File: config.mk
export PLATFORM = sky130hd
export DESIGN_NAME = rr_busarb
export DESIGN_NICKNAME = d
export VERILOG_FILES = /design/src/rtl/rr_busarb_pkg.sv /design/src/rtl/rr_busarb_pick.sv /design/src/rtl/rr_busarb.sv
export SDC_FILE = /design/constraint.sdc
export NUM_CORES = 1
export LEC_CHECK = 0
export ABC_AREA = 1
export CORE_ASPECT_RATIO = 0.75
export CORE_MARGIN = 3
export CORE_UTILIZATION = 27
export DETAILED_ROUTE_END_ITERATION = 16
export PLACE_DENSITY = 0.91
export SKIP_LAST_GASP = 1
export SYNTH_ARGS = -nofsm -noshare
export SYNTH_HDL_FRONTEND = slang
export SYNTH_SLANG_ARGS = --single-unit
File: constraint.sdc
create_clock -name clk -period 1.9 [get_ports clk]
set_clock_uncertainty 0.15 [all_clocks]
set_input_delay 0.38 -clock clk [delete_from_list [all_inputs] [get_ports clk]]
set_output_delay 0.38 -clock clk [all_outputs]
set_load 0.02 [all_outputs]
File: src/rtl/rr_busarb_pkg.sv
// Shared types and constant helpers for the round-robin bus arbiter.
package rr_busarb_pkg;

  typedef enum logic {
    IDLE  = 1'b0,
    OWNED = 1'b1
  } grant_state_t;

  // Width of an index able to address n items (never narrower than 1 bit).
  function automatic int idx_w(input int n);
    if (n <= 2) begin
      return 1;
    end
    return $clog2(n);
  endfunction

endpackage

File: src/rtl/rr_busarb_pick.sv
// Combinational round-robin picker: first request found scanning upward
// from 'start' with wrap-around, returned one-hot together with a valid flag.
module rr_pick
  import rr_busarb_pkg::*;
#(
  parameter int N  = 2,
  parameter int IW = idx_w(N)
) (
  input  logic [N-1:0]  req,
  input  logic [IW-1:0] start,
  output logic [N-1:0]  grant,
  output logic          valid
);

  logic [IW-1:0] idx;

  always_comb begin
    grant = '0;
    valid = 1'b0;
    idx   = '0;
    for (int k = 0; k < N; k++) begin
      idx = IW'((int'(start) + k) % N);
      if (!valid && req[idx]) begin
        grant[idx] = 1'b1;
        valid      = 1'b1;
      end
    end
  end

endmodule

File: src/rtl/rr_busarb.sv
// Round-robin arbiter muxing NMASTER masters onto one shared slave.
// Define RR_BUSARB_HOLD_LIMIT_EN to enable hold-limit preemption with lock.
module rr_busarb
  import rr_busarb_pkg::*;
#(
  parameter int NMASTER = 2,
  parameter int AW      = 8,
  parameter int DW      = 8,
  parameter int MAXHOLD = 4
) (
  input  logic                  clk,
  input  logic                  rst,
  input  logic [NMASTER-1:0]    breq,
  input  logic [NMASTER-1:0]    lock,
  input  logic [NMASTER*AW-1:0] m_addr,
  input  logic [NMASTER*DW-1:0] m_wdata,
  input  logic [NMASTER-1:0]    m_wen,
  output logic [NMASTER*DW-1:0] m_rdata,
  output logic [NMASTER-1:0]    bgrt,
  output logic [AW-1:0]         s_addr,
  output logic [DW-1:0]         s_wdata,
  output logic                  s_wen,
  input  logic [DW-1:0]         s_rdata
);

  localparam int IW = idx_w(NMASTER);
  localparam logic [IW-1:0] LAST_IDX = IW'(NMASTER - 1);

  grant_state_t        state_reg, state_next;
  logic [NMASTER-1:0]  bgrt_reg, bgrt_next;
  logic [IW-1:0]       last_reg, last_next;
  logic [IW-1:0]       start_idx;
  logic [IW-1:0]       pick_idx;
  logic [NMASTER-1:0]  pick_req;
  logic [NMASTER-1:0]  pick_grant;
  logic                pick_valid;
  logic                own_req;
  logic                preempt;

  // The current owner is masked out so a preemption always moves the grant.
  assign pick_req  = breq & ~bgrt_reg;
  assign start_idx = (last_reg == LAST_IDX) ? '0 : last_reg + 1'b1;
  assign own_req   = |(breq & bgrt_reg);

  rr_pick #(
    .N  (NMASTER),
    .IW (IW)
  ) u_pick (
    .req   (pick_req),
    .start (start_idx),
    .grant (pick_grant),
    .valid (pick_valid)
  );

  always_comb begin
    pick_idx = '0;
    for (int k = 0; k < NMASTER; k++) begin
      if (pick_grant[k]) begin
        pick_idx = IW'(k);
      end
    end
  end

`ifdef RR_BUSARB_HOLD_LIMIT_EN
  localparam int CW = idx_w(MAXHOLD);
  localparam logic [CW-1:0] HOLD_TOP = CW'(MAXHOLD - 1);

  logic [CW-1:0] hold_reg, hold_next;
  logic          own_lock;

  assign own_lock = |(lock & bgrt_reg);
  assign preempt  = (state_reg == OWNED) && (hold_reg == HOLD_TOP) &&
                    !own_lock && (|pick_req);

  always_ff @(posedge clk or posedge rst) begin
    if (rst) begin
      hold_reg <= '0;
    end else begin
      hold_reg <= hold_next;
    end
  end

  // Restarts on any grant change (including release); otherwise saturates.
  always_comb begin
    hold_next = hold_reg;
    if ((bgrt_next != bgrt_reg) || (state_next == IDLE)) begin
      hold_next = '0;
    end else if (hold_reg != HOLD_TOP) begin
      hold_next = hold_reg + 1'b1;
    end
  end
`else
  logic unused_lock;

  assign unused_lock = ^lock;
  assign preempt     = 1'b0;
`endif

  // State register.
  always_ff @(posedge clk or posedge rst) begin
    if (rst) begin
      state_reg <= IDLE;
      bgrt_reg  <= '0;
      last_reg  <= LAST_IDX;
    end else begin
      state_reg <= state_next;
      bgrt_reg  <= bgrt_next;
      last_reg  <= last_next;
    end
  end

  // Next-state logic.
  always_comb begin
    state_next = state_reg;
    bgrt_next  = bgrt_reg;
    last_next  = last_reg;
    case (state_reg)
      IDLE: begin
        if (pick_valid) begin
          state_next = OWNED;
          bgrt_next  = pick_grant;
          last_next  = pick_idx;
        end
      end
      OWNED: begin
        if (!own_req || preempt) begin
          if (pick_valid) begin
            bgrt_next = pick_grant;
            last_next = pick_idx;
          end else begin
            state_next = IDLE;
            bgrt_next  = '0;
          end
        end
      end
      default: begin
        state_next = IDLE;
        bgrt_next  = '0;
      end
    endcase
  end

  // Output logic: AND-OR mux on the registered grant, so everything reads
  // zero as soon as the grant register is cleared.
  always_comb begin
    s_addr  = '0;
    s_wdata = '0;
    s_wen   = 1'b0;
    for (int k = 0; k < NMASTER; k++) begin
      if (bgrt_reg[k]) begin
        s_addr  = m_addr[k*AW +: AW];
        s_wdata = m_wdata[k*DW +: DW];
        s_wen   = m_wen[k];
      end
    end
  end

  genvar gi;
  generate
    for (gi = 0; gi < NMASTER; gi++) begin : g_rdata
      assign m_rdata[gi*DW +: DW] = bgrt_reg[gi] ? s_rdata : '0;
    end
  endgenerate

  assign bgrt = bgrt_reg;

  a_onehot_grant : assert property (@(posedge clk) disable iff (rst) $onehot0(bgrt_reg));

endmodule

After elaboration in Yosys (flattened, before gate mapping):

Index checks and enable logic that the tools add are counted.

* register bits after elaboration: 4
* logic and storage cells: 54
* input port bits: 48

* bitwise gates (word level): 5
* add/subtract/negate cells: 2
* magnitude comparators: 4
* equal/unequal tests: 2
* reduce and logical (&&, ||, !) cells: 6
* muxes and demuxes: 32

Operators with widths (number)
* 2-to-1 mux 8 bit: 6
* 2-to-1 mux 1 bit: 16
* 2-to-1 mux 2 bit: 5
* AND 2 bit: 2
* < comparator 1 x 2 -> 1 bit, second input constant: 2
* inequality test 2 bit, second input constant: 2
* one-hot mux 1 bit (2 select lines): 2
* one-hot mux 2 bit (2 select lines): 1
* logical AND 1 bit: 3
* adder 1 bit, second input constant: 2
* demux 1 bit (select 1 bit): 2
* greater-or-equal comparator 1 bit, second input constant: 2
* NOT 2 bit: 1
* OR 2 bit: 1
* AND reduction 2 bit: 1
* OR reduction 2 bit: 1
* zero test 1 bit: 1
* NOT 1 bit: 1

Longest topological paths before layout:

* depth after elaboration: 13
* depth in mapped cells: 8
* mapped depth without buffers: 7

Modules after synthesis:

From an unflattened synthesis, not the netlist that was laid out.

* cells, all modules: 124
* area, all modules: 609.3 sq um

By module, submodules not included
* rr_busarb: area each 584.3 sq um, times used 1, seq. area each 101.3 sq um, cells each 118
* rr_pick: area each 25.0 sq um, times used 1, seq. area each 0.0 sq um, cells each 6

Least setup slack after synthesis:

OpenSTA, ideal clock, no wires.

* path type: register to output
* from: reg bgrt_reg[0] (netlist: bgrt[0])
* to: out s_addr[0]
* arrival time: 1.022 ns
* cell stages (with the launch flop): 5
* data required time: 1.370 ns
* slack: 0.348 ns
* cell sequence: dfrtp_1 buf_6 buf_2 nand3_1 nand2_1

* word-level cells in the longest chain between the ends: 2

Ends and longest elaborated chain
* start, declared: line rr_busarb.sv:30 `logic [NMASTER-1:0] bgrt_reg, bgrt_next;`
* start signal, assigned: line rr_busarb.sv:107 `bgrt_reg <= bgrt_next;`
* 2-to-1 mux 8 bit (2 in series): line rr_busarb.sv:150 `if (bgrt_reg[k]) begin`
* end, declared: line rr_busarb.sv:20 `output logic [AW-1:0] s_addr,`

No other way between the ends.

Worst setup path in the final report:

* from: in s_rdata[0]
* to: out m_rdata[0]

* word-level cells in the longest chain between the ends: 1

Ends and longest elaborated chain
* start, declared: line rr_busarb.sv:23 `input logic [DW-1:0] s_rdata`
* 2-to-1 mux 8 bit: line rr_busarb.sv:161 `assign m_rdata[gi*DW +: DW] = bgrt_reg[gi] ? s_rdata : '0;`
* end, declared: line rr_busarb.sv:18 `output logic [NMASTER*DW-1:0] m_rdata,`

No other way between the ends.

==> flow_summary.ini <==
[run_status]
outcome = completed

[floorplan]
core-area_um2 = 2140
fp.dieH_um = 48.4
start_util = 0.303
die-area_um2 = 3030
rows = 14
die_w_um = 62.5
top_level_ports = 83

[route]
ant_nets = 0
wl_per_cell_um = 10.7
drc = 0
wl_um = 2550
first_pass_iters = 4
via_per_inst = 4.22
dr.first_iter.drc_count = 35
vias = 1009

[global_routing]
grt_pass1_vias = 894
grt_pass1_wl_um = 4010
grt_max_degree = 17
gr-usage-all-layers = 0.163
antenna_found_initial = 0
grt_overflow_total = 0

[clock_network]
numCtsBuffers = 3
insertion_delay_ns = 0.24
clock_path_buffers = 2
clkSlewWorstSetupHoldPaths_ns = 0.04
cts_tree = built
ctsRootBufferMaster = clkbuf_4
clkSinkCount = 4
htreeDepth = 1

[timing]
maxSlewHeadroom = 0.846
setup_violations = 0
min_period_over_period = 0.967
hold_viol_final = 0
worst_pin_slew_ns = 0.232
period_needed_ns = 1.84
rsz0062_at_grt = false
drv_slew = 0
hold-worst-slack_ns = 0.181
setup_slack_ns = 0.0631
max_freq_mhz = 544

[worst_setup_path]
cp-end-kind = output port
path_class = in -> out
critPathLaunchType = primary input
cp_max_fo = 2
required_ns = 1.37
cp.arrival_ns = 1.31

[layout]
nNetsFinal = 256
largest_reg_flops = 2
drive_above_1_share = 0.164
antenna_cells = 0
area_growth_pct = 117
final_util = 0.657

[yosys]
synth-seq-cells = 4
yosysMostFrequentCell = nand2_1
synth.cell_area_um2 = 647
yosysUniqueCellTypes = 13
synth_area_leaders = nand2_1 (36%), nand3_1 (16%), inv_1 (12%), dfrtp_1 (12%), dfstp_2 (4.1%)
async_flop_share = 1.00
synth_area_leader_cell = nand2_1
yosys_warnings = 0
syn_area_per_cell_um2 = 5.17
syn_nets = 173
synthTopCellsByCount = nand2_1 (62), inv_1 (21), nand3_1 (21)
synthFlopType = dfrtp_1
synthCells = 125
synth_top_area_share = 0.360
yosysSeqAreaShare = 0.157
synth_edf_count = 0

[power_and_ir_drop]
powerDensity_nw_per_um2 = 1150
p_leak_uw = 0.000896
ir_worst_vdd_mv = 0.636
total_power_uw = 1610

[placement]
hpwl_um = 2230
gp_congestion = 0.668
place_ws_ns = -0.234
portBuffers = 80

[worst_hold_path]
hp-class = in -> async

[job]
max_cap_viol_count = 0
==> stage by stage <==
| stage | TNS (ns) | instance area (um^2) | cells |
|---|---|---|---|
| 2_1_floorplan | 0 | 647 | 125 |
| 3_3_place_gp | -6.21 | 1470 | 234 |
| 3_5_place_dp | -6.76 | 1470 | 234 |
| 4_1_cts | -0.898 | 1460 | 239 |
| 5_1_grt | 0 | 1410 | 239 |
| 6_report | 0 | 1410 | 239 |
==> cells in the final DEF (no fill, tap or decap), drive strengths merged <==
cell type,netlist,routed
nor2,1,1
o211ai,1,1
dfrtp,3,3
nand2,67,67
inv,24,24
nand3,21,21
dlygate4sd2,0,20
buf,7,5
clkbuf,0,19
dfstp,1,1
clkdlybuf4s50,0,45
==> timing repair <==
| action | in CTS | in global routing |
|---|---|---|
| gates resized for setup | 37 | 30 |
| hold buffers | 0 | 0 |
| endpoints found under the setup margin | 35 | 15 |
| buffers inserted | 1 | 0 |
| gates cloned | 0 | 0 |
==> where the power goes <==
group	leakage [uW]	total, uW	switching (uW)	internal (uW)
registers	0.0000466	166	33.4	132
logic	0.000834	1330	837	494
clock network	0.0000150	118	38.9	79.1
==> routing by layer <==
metal | GRT usage | routed length [um] | share of wire
met5 | 0 | 0 | 0
met4 | 0.0403 | 36 | 0.014
met3 | 0.0625 | 238 | 0.093
met2 | 0.322 | 1310 | 0.51
met1 | 0.157 | 967 | 0.38
==> critical path, stage by stage <==
cell and delay (ns):
clkdlybuf4s50_1 0.48, nand2_1 0.06, inv_1 0.05, dlygate4sd2_1 0.33
==> final cells by class <==
cell class              count  area [um^2]
flip-flops and latches      4          101
multi-input cells          90          403
fillers                   219          732
inverters                  24         92.6
repair buffers             85          742
clock buffers               4         26.3
well taps                  32         40.0
==> worst paths after layout <==
path                                         to                  from  depth (start not counted)  slack [ns]
max in group asynchronous  last_reg$_DFFE_PP1P_                   rst                          2        1.18
min in group clk           last_reg$_DFFE_PP1P_  last_reg$_DFFE_PP1P_                          2        0.33
setup / recovery                     m_rdata[0]            s_rdata[0]                          4        0.06
setup reg to reg            bgrt[1]$_DFFE_PP0P_   bgrt[1]$_DFFE_PP0P_                          7        0.52
hold / removal              bgrt[1]$_DFFE_PP0P_                   rst                          2        0.18
hold reg to reg            last_reg$_DFFE_PP1P_  last_reg$_DFFE_PP1P_                          2        0.33
==> logic make-up after synthesis <==
kind of cell           synth area share
DFF                               0.157
and+or+nand+nor                   0.603
buffers and inverters             0.220
AOI/OAI and AO/OA                0.0193
Note: power is estimated with default switching activity, not from simulation.
